### src/rtl/mux4_rr_arbiter.sv
// rtl/mux4_rr_arbiter.sv - round-robin arbiter and burst sequencer for a shared 4:1 datapath mux
//
// mux4 : combinational 4:1 word mux, y_o = d[s_i]
//
// mux4_rr_arbiter : owns the mux select, grants one requester at a time and
// streams the owner's words to a valid/ready sink, rotating ownership after
// at most BURST accepted words or as soon as the owner drops its request.
//   clk_i      rising-edge clock
//   reset_i    asynchronous active-high reset
//   req_i      per-requester request lines
//   d0_i..d3_i requester data words
//   y_ready_i  sink accepts y_o this cycle
//   y_valid_o  y_o holds a valid word
//   y_o        muxed data, d[s_o]
//   s_o        registered mux select (owner index)
//   gnt_o      registered one-hot grant, zero when idle
//   ack_o      one-hot pulse, owner's word accepted this cycle

module mux4 #(
  parameter int WIDTH = 4
) (
  input  logic [WIDTH-1:0] d0_i,
  input  logic [WIDTH-1:0] d1_i,
  input  logic [WIDTH-1:0] d2_i,
  input  logic [WIDTH-1:0] d3_i,
  input  logic [1:0]       s_i,
  output logic [WIDTH-1:0] y_o
);

  always_comb begin
    y_o = d0_i;
    case (s_i)
      2'd0:    y_o = d0_i;
      2'd1:    y_o = d1_i;
      2'd2:    y_o = d2_i;
      default: y_o = d3_i;
    endcase
  end

endmodule

module mux4_rr_arbiter #(
  parameter int WIDTH = 4,
  parameter int BURST = 4
) (
  input  logic             clk_i,
  input  logic             reset_i,
  input  logic [3:0]       req_i,
  input  logic [WIDTH-1:0] d0_i,
  input  logic [WIDTH-1:0] d1_i,
  input  logic [WIDTH-1:0] d2_i,
  input  logic [WIDTH-1:0] d3_i,
  input  logic             y_ready_i,
  output logic             y_valid_o,
  output logic [WIDTH-1:0] y_o,
  output logic [1:0]       s_o,
  output logic [3:0]       gnt_o,
  output logic [3:0]       ack_o
);

  localparam int CW = $clog2(BURST + 1);
  localparam logic [CW-1:0] CNT_LAST = CW'(BURST - 1);

  typedef enum logic {
    IDLE = 1'b0,
    BUSY = 1'b1
  } state_t;

  state_t        state_q, state_d;
  logic [1:0]    s_q, s_d;
  logic [3:0]    gnt_q, gnt_d;
  logic [CW-1:0] cnt_q, cnt_d;
  logic [1:0]    ptr_q, ptr_d;

  logic          xfer;
  logic          rel;
  logic          any_req;
  logic [1:0]    win_ptr;
  logic [1:0]    win_own;

  // Scan base+1 .. base+4 (mod 4); base itself is visited last, so the
  // previous owner only wins when nobody else is asking.
  function automatic logic [1:0] win(input logic [1:0] base, input logic [3:0] r);
    logic [1:0] idx;
    logic       found;
    win   = base;
    found = 1'b0;
    for (int k = 1; k <= 4; k++) begin
      idx = base + 2'(k);
      if (!found && r[idx]) begin
        win   = idx;
        found = 1'b1;
      end
    end
  endfunction

  function automatic logic [3:0] onehot(input logic [1:0] idx);
    onehot = 4'b0001 << idx;
  endfunction

  mux4 #(.WIDTH(WIDTH)) u_mux4 (
    .d0_i (d0_i),
    .d1_i (d1_i),
    .d2_i (d2_i),
    .d3_i (d3_i),
    .s_i  (s_q),
    .y_o  (y_o)
  );

  // Only the owner's request line feeds the outputs; the others are looked
  // at solely when ownership changes hands.
  assign y_valid_o = (state_q == BUSY) & req_i[s_q];
  assign xfer      = y_valid_o & y_ready_i;
  assign ack_o     = gnt_q & {4{xfer}};
  assign s_o       = s_q;
  assign gnt_o     = gnt_q;

  assign any_req   = |req_i;
  assign win_ptr   = win(ptr_q, req_i);
  assign win_own   = win(s_q, req_i);
  assign rel       = ~req_i[s_q] | (xfer & (cnt_q == CNT_LAST));

  always_comb begin
    state_d = state_q;
    s_d     = s_q;
    gnt_d   = gnt_q;
    cnt_d   = cnt_q;
    ptr_d   = ptr_q;
    case (state_q)
      IDLE: begin
        if (any_req) begin
          state_d = BUSY;
          s_d     = win_ptr;
          gnt_d   = onehot(win_ptr);
          cnt_d   = '0;
        end
      end
      default: begin
        if (rel) begin
          ptr_d = s_q;
          if (any_req) begin
            // Hand over without an idle cycle in between.
            s_d   = win_own;
            gnt_d = onehot(win_own);
            cnt_d = '0;
          end else begin
            state_d = IDLE;
            gnt_d   = 4'b0000;
          end
        end else if (xfer) begin
          cnt_d = cnt_q + 1'b1;
        end
      end
    endcase
  end

  // ptr resets to 3 so requester 0 is first in line after reset.
  always_ff @(posedge clk_i or posedge reset_i) begin
    if (reset_i) begin
      state_q <= IDLE;
      s_q     <= 2'd0;
      gnt_q   <= 4'b0000;
      cnt_q   <= '0;
      ptr_q   <= 2'd3;
    end else begin
      state_q <= state_d;
      s_q     <= s_d;
      gnt_q   <= gnt_d;
      cnt_q   <= cnt_d;
      ptr_q   <= ptr_d;
    end
  end

endmodule

### config.mk
export PLATFORM = sky130hd
export DESIGN_NAME = mux4_rr_arbiter
export DESIGN_NICKNAME = d
export VERILOG_FILES = /design/src/rtl/mux4_rr_arbiter.sv
export SDC_FILE = /design/constraint.sdc
export NUM_CORES = 1
export LEC_CHECK = 0
export BUFFER_PORTS_ARGS = -buffer_cell sky130_fd_sc_hd__buf_4
export CAP_MARGIN = 20
export CORE_MARGIN = 2
export CORE_UTILIZATION = 51
export DETAILED_ROUTE_END_ITERATION = 16
export GPL_TIMING_DRIVEN = 0
export PLACE_DENSITY = 0.76
export SLEW_MARGIN = 20
export SYNTH_ARGS = -nofsm -noshare
export SYNTH_HDL_FRONTEND = slang
export SYNTH_SLANG_ARGS = --single-unit
export TNS_END_PERCENT = 10
### constraint.sdc
create_clock -name clk_i -period 3.2 [get_ports clk_i]
set_input_delay 0 -clock clk_i [delete_from_list [all_inputs] [get_ports clk_i]]
set_output_delay 0 -clock clk_i [all_outputs]
set_load 0.05 [all_outputs]
==> results of run 1 <==
==> flip-flops by register name, summed over array words and instances, names as in the netlist <==
signal / flops
cnt_q: 3
gnt_o: 4
ptr_q: 2
s_o: 2
state_q: 1
==> tightest hold or removal path, stage by stage <==
cell and delay (ns):
buf_4 0.13, nand2_1 0.08, o31ai_1 0.07
==> cell usage in the layout (no fill, tap or decap), drive strengths merged, types with 2 or more instances in the layout <==
cell    count
o21bai      2
buf        43
dfstp       2
o31ai       2
or2b        2
dfrtp      10
mux2i       5
o32ai       2
o211ai      3
a31oi       4
a21boi      3
clkbuf      6
nand2b      5
inv        11
nor2       10
ha          6
or3b        2
a222oi      4
a21oi       9
and3        4
nand2       9
o21ai       4
mux2        7
==> synth_stat cells (2+ instances only) <==
| master | n | share of area [%] |
|---|---|---|
| o21bai_1 | 2 | 1.3 |
| ha_1 | 6 | 6.3 |
| mux2_2 | 5 | 4.7 |
| or2b_1 | 2 | 1.3 |
| o32ai_1 | 2 | 1.5 |
| nor2_1 | 10 | 3.1 |
| and3_1 | 4 | 2.1 |
| o21ai_0 | 4 | 1.7 |
| a222oi_1 | 4 | 3.3 |
| mux2i_1 | 4 | 3.3 |
| dfrtp_1 | 10 | 21 |
| or3b_1 | 2 | 1.5 |
| inv_1 | 11 | 3.5 |
| o211ai_1 | 3 | 1.9 |
| a21oi_1 | 8 | 3.3 |
| nand2b_1 | 5 | 2.6 |
| dfstp_2 | 2 | 4.4 |
| a21boi_1 | 2 | 1.3 |
| a31oi_1 | 3 | 1.6 |
| o31ai_1 | 2 | 1.3 |
| buf_6 | 3 | 2.8 |
| buf_2 | 2 | 0.84 |
| nand2_1 | 9 | 2.8 |
==> worst min-delay path by stage <==
stage	start	end	cells after the start
floorplan	reset_i	cnt_q[0]	1
global placement	reset_i	state_q	2
detailed placement	reset_i	state_q	2
CTS	y_ready_i	cnt_q[2]	3
global route	y_ready_i	cnt_q[2]	3
finish	y_ready_i	cnt_q[2]	3
==> layer usage <==
metal / vias up / GRT usage [%]
li1: 578 / -
met5: - / 0
met4: 0 / 5.128
met2: 55 / 39.17
met1: 544 / 29.53
met3: 5 / 6.571
==> cell type report <==
type | count | area [sq um]
buffer | 8 | 62.56
clock buffer | 4 | 36.28
inverter | 11 | 41.29
sequential | 12 | 302.8
multi-input combinational | 101 | 789.5
tap | 28 | 35.03
timing repair buffer | 38 | 287.8
fill | 180 | 656.9
==> cell families (layout without fill, tap and decap cells) <==
family                   count (synthesis)  in the layout  synth area share (%)
AO/OA/AOI/OAI                           41             41                 25.84
AND/OR/NAND/NOR                         40             40                 18.52
buffers and inverters                   19             61                 8.682
multiplexers                            13             13                 14.02
flip-flops                              12             12                 25.31
adder cells (fa/ha/maj)                  6              6                 6.276
XOR/XNOR                                 1              1                 1.360
==> report_power, final <==
part           internal [uW]  switching [uW]  leakage (uW)
sequential               231            71.2      0.000142
clock                   69.3            48.8     0.0000210
combinational            551             834      0.000575
==> stage by stage <==
step	utilization [%]	setup slack, ns	total power (uW)	hold slack (ns)	instance area (sq um)
final	70.31	0.4907	1806	0.04778	1555
after global routing	70.31	0.3406	1943	0.05597	1555
after CTS	70.31	0.4893	1812	0.04040	1555
after detailed placement	68.21	0.5208	1687	0.03387	1509
after global placement	68.21	0.5600	1654	0.03249	1509
after floorplan	-	0.4265	1360	-0.1367	1196
==> results.toml, run 1 <==
[clock_tree]
cts_resized = 0
htree_levels = 1
cts.sinks = 12
ctsHoldBuffers = 1
cts_buffer_depth = 2
post_cts.repair.setup_buffers = 0
root_buffer = "clkbuf_4"
path_clk_slew_ns = 0.07
cts_tree = "built"
clock_latency_ns = 0.28
cts_buffers = 3

[pwr]
max-vdd-ir-drop_mv = 0.7676
power.leakage_uw = 0.0007383
powerDensity_nw_per_um2 = 1161

[worst_setup_path]
worstSetupPathType = "flip-flop to flip-flop"
crit_path_end_kind = "flip-flop"
critPathTopFamily = "simple AND/OR/NAND/NOR gates"
crit_fanout = 10
cp.arrival_ns = 2.92
startpoint_type = "flip-flop"
worstRegToRegCells = 9
cp-endpoint = "gnt_o[3]"
critPathBufInv = 2
crit_path_cell_trace = "inv_1 > ha_1 > buf_6 > or3b_1 > o211ai_1 > a31oi_2 > xnor2_2 > or3b_1 > a21oi_2"
r2r-end = "gnt_o[3]"
startpoint = "s_o[0]"
critical_path_required_ns = 3.41
r2r_start = "s_o[0]"
cpMostUsedCell = "or3b_1"
worst-path-stages = 9
cpPeakStageDelay_ns = 0.52
r2r_setup_slack_ns = 0.49
crit_slowest_cell = "dfrtp_1"

[final_layout]
layout-drive-gt1-share_pct = 36.78
fin_cells = 202
layout.nets = 204
syn_to_final_growth_pct = 30.02
diodes = 0

[timing]
timing.fmax_mhz = 369.1
finClkSkew_ns = 0.004145
hold_viol = 0
post-route-period-util_pct = 84.67
worstMarginPinSlew_ns = 0.6238
layout_min_cycle_time_ns = 2.709
relSlewSlack_pct = 58.41
fin_setup_tns_ns = 0
grt_setup_unrepaired = "no"
setup_viol = 0
slew_viol_final = 0

[drt]
drt-met1-wl_um = 1285
firstDrtPassIters = 4
vias_per_cell = 5.851
detail-route-antenna-nets = 0
routed_wl_um = 2923
met3_length_um = 243
via_count = 1182
dr.max_layer_used = "met4"
first_iter_violations = 28
wl_per_cell_um = 14.47
drc = 0
wl_met2_um = 1376

[synthesis]
ys.flop_type = "dfrtp_1"
yosysUniqueCellTypes = 50
synth-edff-count = 0
ys_ff_latch = 12
synth_nets = 161
ys_seq_area_share_pct = 25.31
syn-mean-instance-area_sq_um = 9.062
ys_warn_count = 0
async_flop_share_pct = 100.0
netlist_instances = 132
synth_area_sq_um = 1196

[floorplanning]
die_h_um = 52.43
io_pins = 38
die_x_um = 52.43
start_util_pct = 54.07
die_area_sq_um = 2749
core-area_sq_um = 2212
num_rows = 17

[global_routing]
track_usage_pct = 23.28
grt-ovfl-total = 0
grt_pass1_wl_um = 4719
first_global_vias = 1076
grt_max_degree = 13
antenna_found_initial = 0

[placed_design]
dp.cells = 197
place_hpwl_um = 2253
gp_congestion = 0.8095
io_buffers = 37

[flow_run]
maxCapViolations = 0

[status]
run_status = "finished clean"

[worst_hold_path]
hp-class = "primary input to flip-flop"
Note: power is estimated with default switching activity, not from simulation.
==> inputs of run 2 (changes only) <==
CORE_UTILIZATION = 46   (was 51)
PLACE_DENSITY = 0.72   (was 0.76)
clock period = 2.4 ns   (was 3.2 ns; I/O delays follow)
==> run 2 against run 1 <==
  * Core utilization is 3.8 points lower
  * Non-clock buffer count rose by 8
  * Routed wire length is 1.5% higher
  * Hold slack improved by 0.023 ns
  * Register-to-register slack worse by 0.49 ns
  * Via count is 1.2% lower
  * First-iteration DRC count unchanged
  * Global-route usage is 3.0 points lower
  * Power is 45% higher
  * Design area rose by 5.9%
  * Critical endpoint unchanged
  * Largest power group unchanged
==> results.toml, run 2 (synthesis results as in run 1) <==
[status]
run_status = "finished clean"

[worst_setup_path]
crit_path_cell_trace = "inv_4 > ha_4 > buf_8 > or2b_1 > o211ai_1 > a31oi_2 > xnor2_2 > or3b_4 > a21oi_2"
crit_path_end_kind = "flip-flop"
worstSetupPathType = "flip-flop to flip-flop"
cp.arrival_ns = 2.59
cpPeakStageDelay_ns = 0.49
crit_slowest_cell = "dfrtp_4"
critPathTopFamily = "simple AND/OR/NAND/NOR gates"
critical_path_required_ns = 2.60
critPathBufInv = 2
startpoint_type = "flip-flop"
crit_fanout = 10

[final_layout]
final_common_cell = "buf_4"
design_area_sq_um = 1647
syn_to_final_growth_pct = 37.66
fin_cells = 212
layout_common_cells = "buf_4 (46), nor2_1 (10), inv_1 (9), nand2_1 (9)"
diodes = 0
layout-drive-gt1-share_pct = 42.86
layout.nets = 212
largest_reg_flops = 4

[clock_tree]
cts_buffers = 3
cts_tree = "built"
cts_buffer_depth = 2
htree_levels = 1
path_clk_slew_ns = 0.07
root_buffer = "clkbuf_4"
clock_latency_ns = 0.27
cts.sinks = 12

[placed_design]
place_hpwl_um = 2281
pre_cts_ws_ns = -0.07062
gp_congestion = 0.7761
io_buffers = 37
place_area_sq_um = 1534
dp.cells = 199

[global_routing]
grt_pass1_wl_um = 4505
first_global_vias = 1063
met1_usage_pct = 24.92
busiest_layer = "met2"
antenna_found_initial = 0
track_usage_pct = 20.26
grt-ovfl-total = 0
globalRouteMet3Util_pct = 5.914
grt_max_degree = 13
grt_use_met2_pct = 37.10

[flow_run]
maxCapViolations = 0

[timing]
timing.fmax_mhz = 417.6
grt_setup_unrepaired = "yes"
worstMarginPinSlew_ns = 0.6463
setup_viol = 0
finClkSkew_ns = 0.002805
layout_min_cycle_time_ns = 2.395
setup_slack_ns = 0.005349
relSlewSlack_pct = 56.91
post-route-period-util_pct = 99.78
slew_viol_final = 0
hold_viol = 0

[drt]
vias_per_cell = 5.509
firstDrtPassIters = 4
via_count = 1168
detail-route-antenna-nets = 0
first_iter_violations = 28
routed_wl_um = 2967
drc = 0
wl_per_cell_um = 14.00

[floorplanning]
start_util_pct = 48.28
num_rows = 18
io_pins = 38
die_x_um = 55.00
die_h_um = 55.00
core-area_sq_um = 2477
die_area_sq_um = 3024

[pwr]
power.leakage_uw = 0.0007714
max-vdd-ir-drop_mv = 1.222
power_uw = 2621
powerDensity_nw_per_um2 = 1592

[worst_hold_path]
hp-class = "primary input to flip-flop"
[run 2: path summary, 6_finish.rpt]
| check | slack [ns] | endpoint | cells past startpoint | start |
|---|---|---|---|---|
| max in group asynchronous | 1.75 | s_o[0] | 3 | reset_i |
| worst max register to register | 0.005 | gnt_o[3] | 9 | s_o[1] |
| worst min register to register | 0.50 | cnt_q[2] | 2 | cnt_q[2] |
| worst max-delay path | 0.005 | gnt_o[3] | 9 | s_o[1] |
| min in group asynchronous | 0.30 | cnt_q[1] | 3 | reset_i |
| worst min-delay path | 0.07 | cnt_q[2] | 3 | y_ready_i |
[run 2: area by class of cell]
cell class / instances / area, sq um
repair buffers: 46 / 347.8
well taps: 30 / 37.54
inverters: 11 / 48.80
clock buffers: 4 / 26.28
fillers: 215 / 830.8
plain buffers: 8 / 66.31
flip-flops and latches: 12 / 310.3
multi-input cells: 101 / 809.5
[run 2: timing repair]
action,CTS,global route
endpoints found under the hold margin,10,0
gates cloned,0,0
hold buffers,1,0
setup endpoints to repair,2,4
setup buffers,3,5
gates resized for setup,1,5
pin swaps,2,4
[run 2: per-stage QoR]
stage	util (%)	hold slack [ns]	TNS, ns
global placement	61.92	0.03328	-0.06031
global route	66.46	0.05871	-0.1352
detailed placement	61.92	0.04066	-0.07723
finish	66.46	0.07113	0
floorplan	-	-0.1367	0
CTS	64.39	0.06343	0
[run 2: where the power goes]
part	leakage [uW]	internal, uW	total [uW]	switching [uW]
sequential	0.000140	319	389	70.1
combinational	0.000617	909	2100	1190
clock	0.0000150	64.3	127	62.9
[run 2: tightest hold or removal path, stage by stage]
cell and delay, ns:
buf_4 0.13, nand2_1 0.09, o31ai_1 0.08
[run 2: layer usage]
layer / part of all wire, % / wire length [um] / vias to the layer above
li1: - / - / 590
met1: 41 / 1211 / 543
met2: 52 / 1541 / 35
met3: 7.2 / 213 / 0
met4: 0 / 0 / 0
met5: 0 / 0 / -
==> inputs of run 3 (changes only) <==
CELL_PAD_IN_SITES_DETAIL_PLACEMENT = 0   (was unset)
CELL_PAD_IN_SITES_GLOBAL_PLACEMENT = 1   (was unset)
CORE_UTILIZATION = 34   (was 46)
CTS_CLUSTER_DIAMETER = 150   (was unset)
TNS_END_PERCENT = 1   (was 10)
==> run 3 against run 2 <==
  * Register-to-register slack gained 0.02 ns
  * Clock skew grew 0.0034 ns
  * Largest power group unchanged
  * Non-clock buffer count shrank 2
  * Fmax grew 0.91%
  * Core utilization shrank 17 points
  * Critical path depth is the same
  * Critical path type unchanged
  * Clock power grew 6%
  * Largest cell class unchanged
  * Via count grew 3.7%
  * Hold slack lost 0.045 ns
==> results.toml, run 3 (synthesis results as in run 1) <==
[floorplanning]
die_h_um = 63.32
io_pins = 38
die_x_um = 63.32
start_util_pct = 35.57
core-area_sq_um = 3363
die_area_sq_um = 4009
num_rows = 21

[timing]
setup_slack_ns = 0.02688
relSlewSlack_pct = 51.90
layout_min_cycle_time_ns = 2.373
worstMarginPinSlew_ns = 0.7215
timing.fmax_mhz = 421.4
post-route-period-util_pct = 98.88
slew_viol_final = 0
setup_viol = 0
fin_setup_tns_ns = 0
finClkSkew_ns = 0.006180
grt_setup_unrepaired = "yes"
hold_viol = 0

[placed_design]
gp_congestion = 0.7981
pre_cts_ws_ns = -0.1128
place_hpwl_um = 2439
dp.cells = 215
io_buffers = 37

[worst_hold_path]
holdPathEnd = "cnt_q[2]"
hp-class = "primary input to flip-flop"
hold_start = "y_ready_i"
whs_path_depth = 3

[global_routing]
grt_use_met2_pct = 30.72
grt_pass1_wl_um = 5637
busiest_layer = "met2"
grt-ovfl-total = 0
globalRouteMet3Util_pct = 4.643
first_global_vias = 1191
antenna_found_initial = 0
met1_usage_pct = 21.38
grt_max_degree = 13
track_usage_pct = 17.47

[final_layout]
final_common_cell = "buf_4"
diodes = 0
syn_to_final_growth_pct = 38.81
layout-drive-gt1-share_pct = 42.78
fillers = 330
fin_cells = 226
largest_reg_flops = 4
layout_common_cells = "buf_4 (44), nor2_1 (10), inv_1 (9), nand2_1 (9)"
layout.nets = 210
final_util_pct = 49.37

[worst_setup_path]
r2r-end = "gnt_o[3]"
startpoint = "s_o[1]"
critPathBufInv = 2
crit_fanout = 10
startpoint_type = "flip-flop"
r2r_setup_slack_ns = 0.03
crit_path_cell_trace = "inv_6 > ha_4 > buf_6 > or2b_1 > o211ai_1 > a31oi_2 > xnor2_2 > or3b_1 > a21oi_2"
critical_path_required_ns = 2.61
cpPeakStageDelay_ns = 0.51
crit_path_end_kind = "flip-flop"
worstRegToRegCells = 9
cp.arrival_ns = 2.58
critPathTopFamily = "simple AND/OR/NAND/NOR gates"
crit_slowest_cell = "dfrtp_4"
r2r_start = "s_o[1]"
worstSetupPathType = "flip-flop to flip-flop"

[clock_tree]
path_clk_slew_ns = 0.08
root_buffer = "clkbuf_4"
cts_buffers = 3
cts_tree = "built"
clock_latency_ns = 0.28
cts_buffer_depth = 2
htree_levels = 1
cts.sinks = 12

[flow_run]
maxCapViolations = 0

[status]
run_status = "finished clean"

[drt]
detail-route-antenna-nets = 0
first_iter_violations = 34
drc = 0
wl_per_cell_um = 14.57
vias_per_cell = 5.358
firstDrtPassIters = 4
routed_wl_um = 3293
via_count = 1211

[pwr]
max-vdd-ir-drop_mv = 0.7185
powerDensity_nw_per_um2 = 1576
power.leakage_uw = 0.0007655
==> run 3: changes by cell type in the layout (fill, tap and decap cells not counted), sizes merged <==
cell | previous run | this run
buf | 51 | 49
clkinv | 1 | 0
inv | 10 | 11
==> run 3: repair_timing <==
| item | 4_1_cts | 5_1_grt |
|---|---|---|
| pin swaps | 4 | 2 |
| endpoints found under the hold margin | 10 | 0 |
| setup endpoints to repair | 4 | 4 |
| hold buffers | 1 | 0 |
| setup buffers | 6 | 0 |
| gates resized for setup | 5 | 1 |
==> run 3: report_power, final <==
group / total [uW] / switching, uW / leakage (uW) / internal [uW]
Sequential: 392 / 73.2 / 0.000140 / 319
Clock: 134 / 69.9 / 0.0000150 / 64.5
Combinational: 2090 / 1220 / 0.000611 / 872
Total: 2620 / 1360 / 0.000766 / 1260
==> run 3: layout make-up <==
cell class	instances	area [sq um]	area share, %
Multi-Input combinational cell	101	819.5	49.36
Clock buffer	4	26.28	1.583
Inverter	11	51.30	3.090
Sequential cell	12	310.3	18.69
Timing Repair Buffer	44	332.8	20.05
Buffer	8	62.56	3.768
Tap cell	46	57.56	3.466
==> run 3: worst min-delay path, cell delays in order <==
cell and delay, ns:
buf_4 0.13, nand2_1 0.08, o31ai_1 0.06
==> run 3: through the flow <==
step / cell area [sq um] / power (uW) / hold WS, ns
2_1_floorplan: 1219 / 1862 / -0.1367
3_3_place_gp: 1554 / 2282 / 0.03975
3_5_place_dp: 1554 / 2329 / 0.05721
4_1_cts: 1653 / 2621 / 0.02149
5_1_grt: 1660 / 2825 / 0.05431
6_report: 1660 / 2616 / 0.02613
==> run 3: per-layer routing <==
metal,wire (um),vias to the layer above
met5,0,-
li1,-,590
met1,1383,574
met4,29,0
met2,1679,41
met3,200,6
==> run 3: worst max path at each step <==
stage / endpoint / slack (ns) / cells after the start
after CTS: gnt_o[3] / 0.02 / 9
after global routing: gnt_o[3] / -0.11 / 9
after global placement: gnt_o[3] / -0.07 / 9
after detailed placement: gnt_o[3] / -0.11 / 9
after floorplan: gnt_o[3] / 0.0005 / 9
final: gnt_o[3] / 0.03 / 9
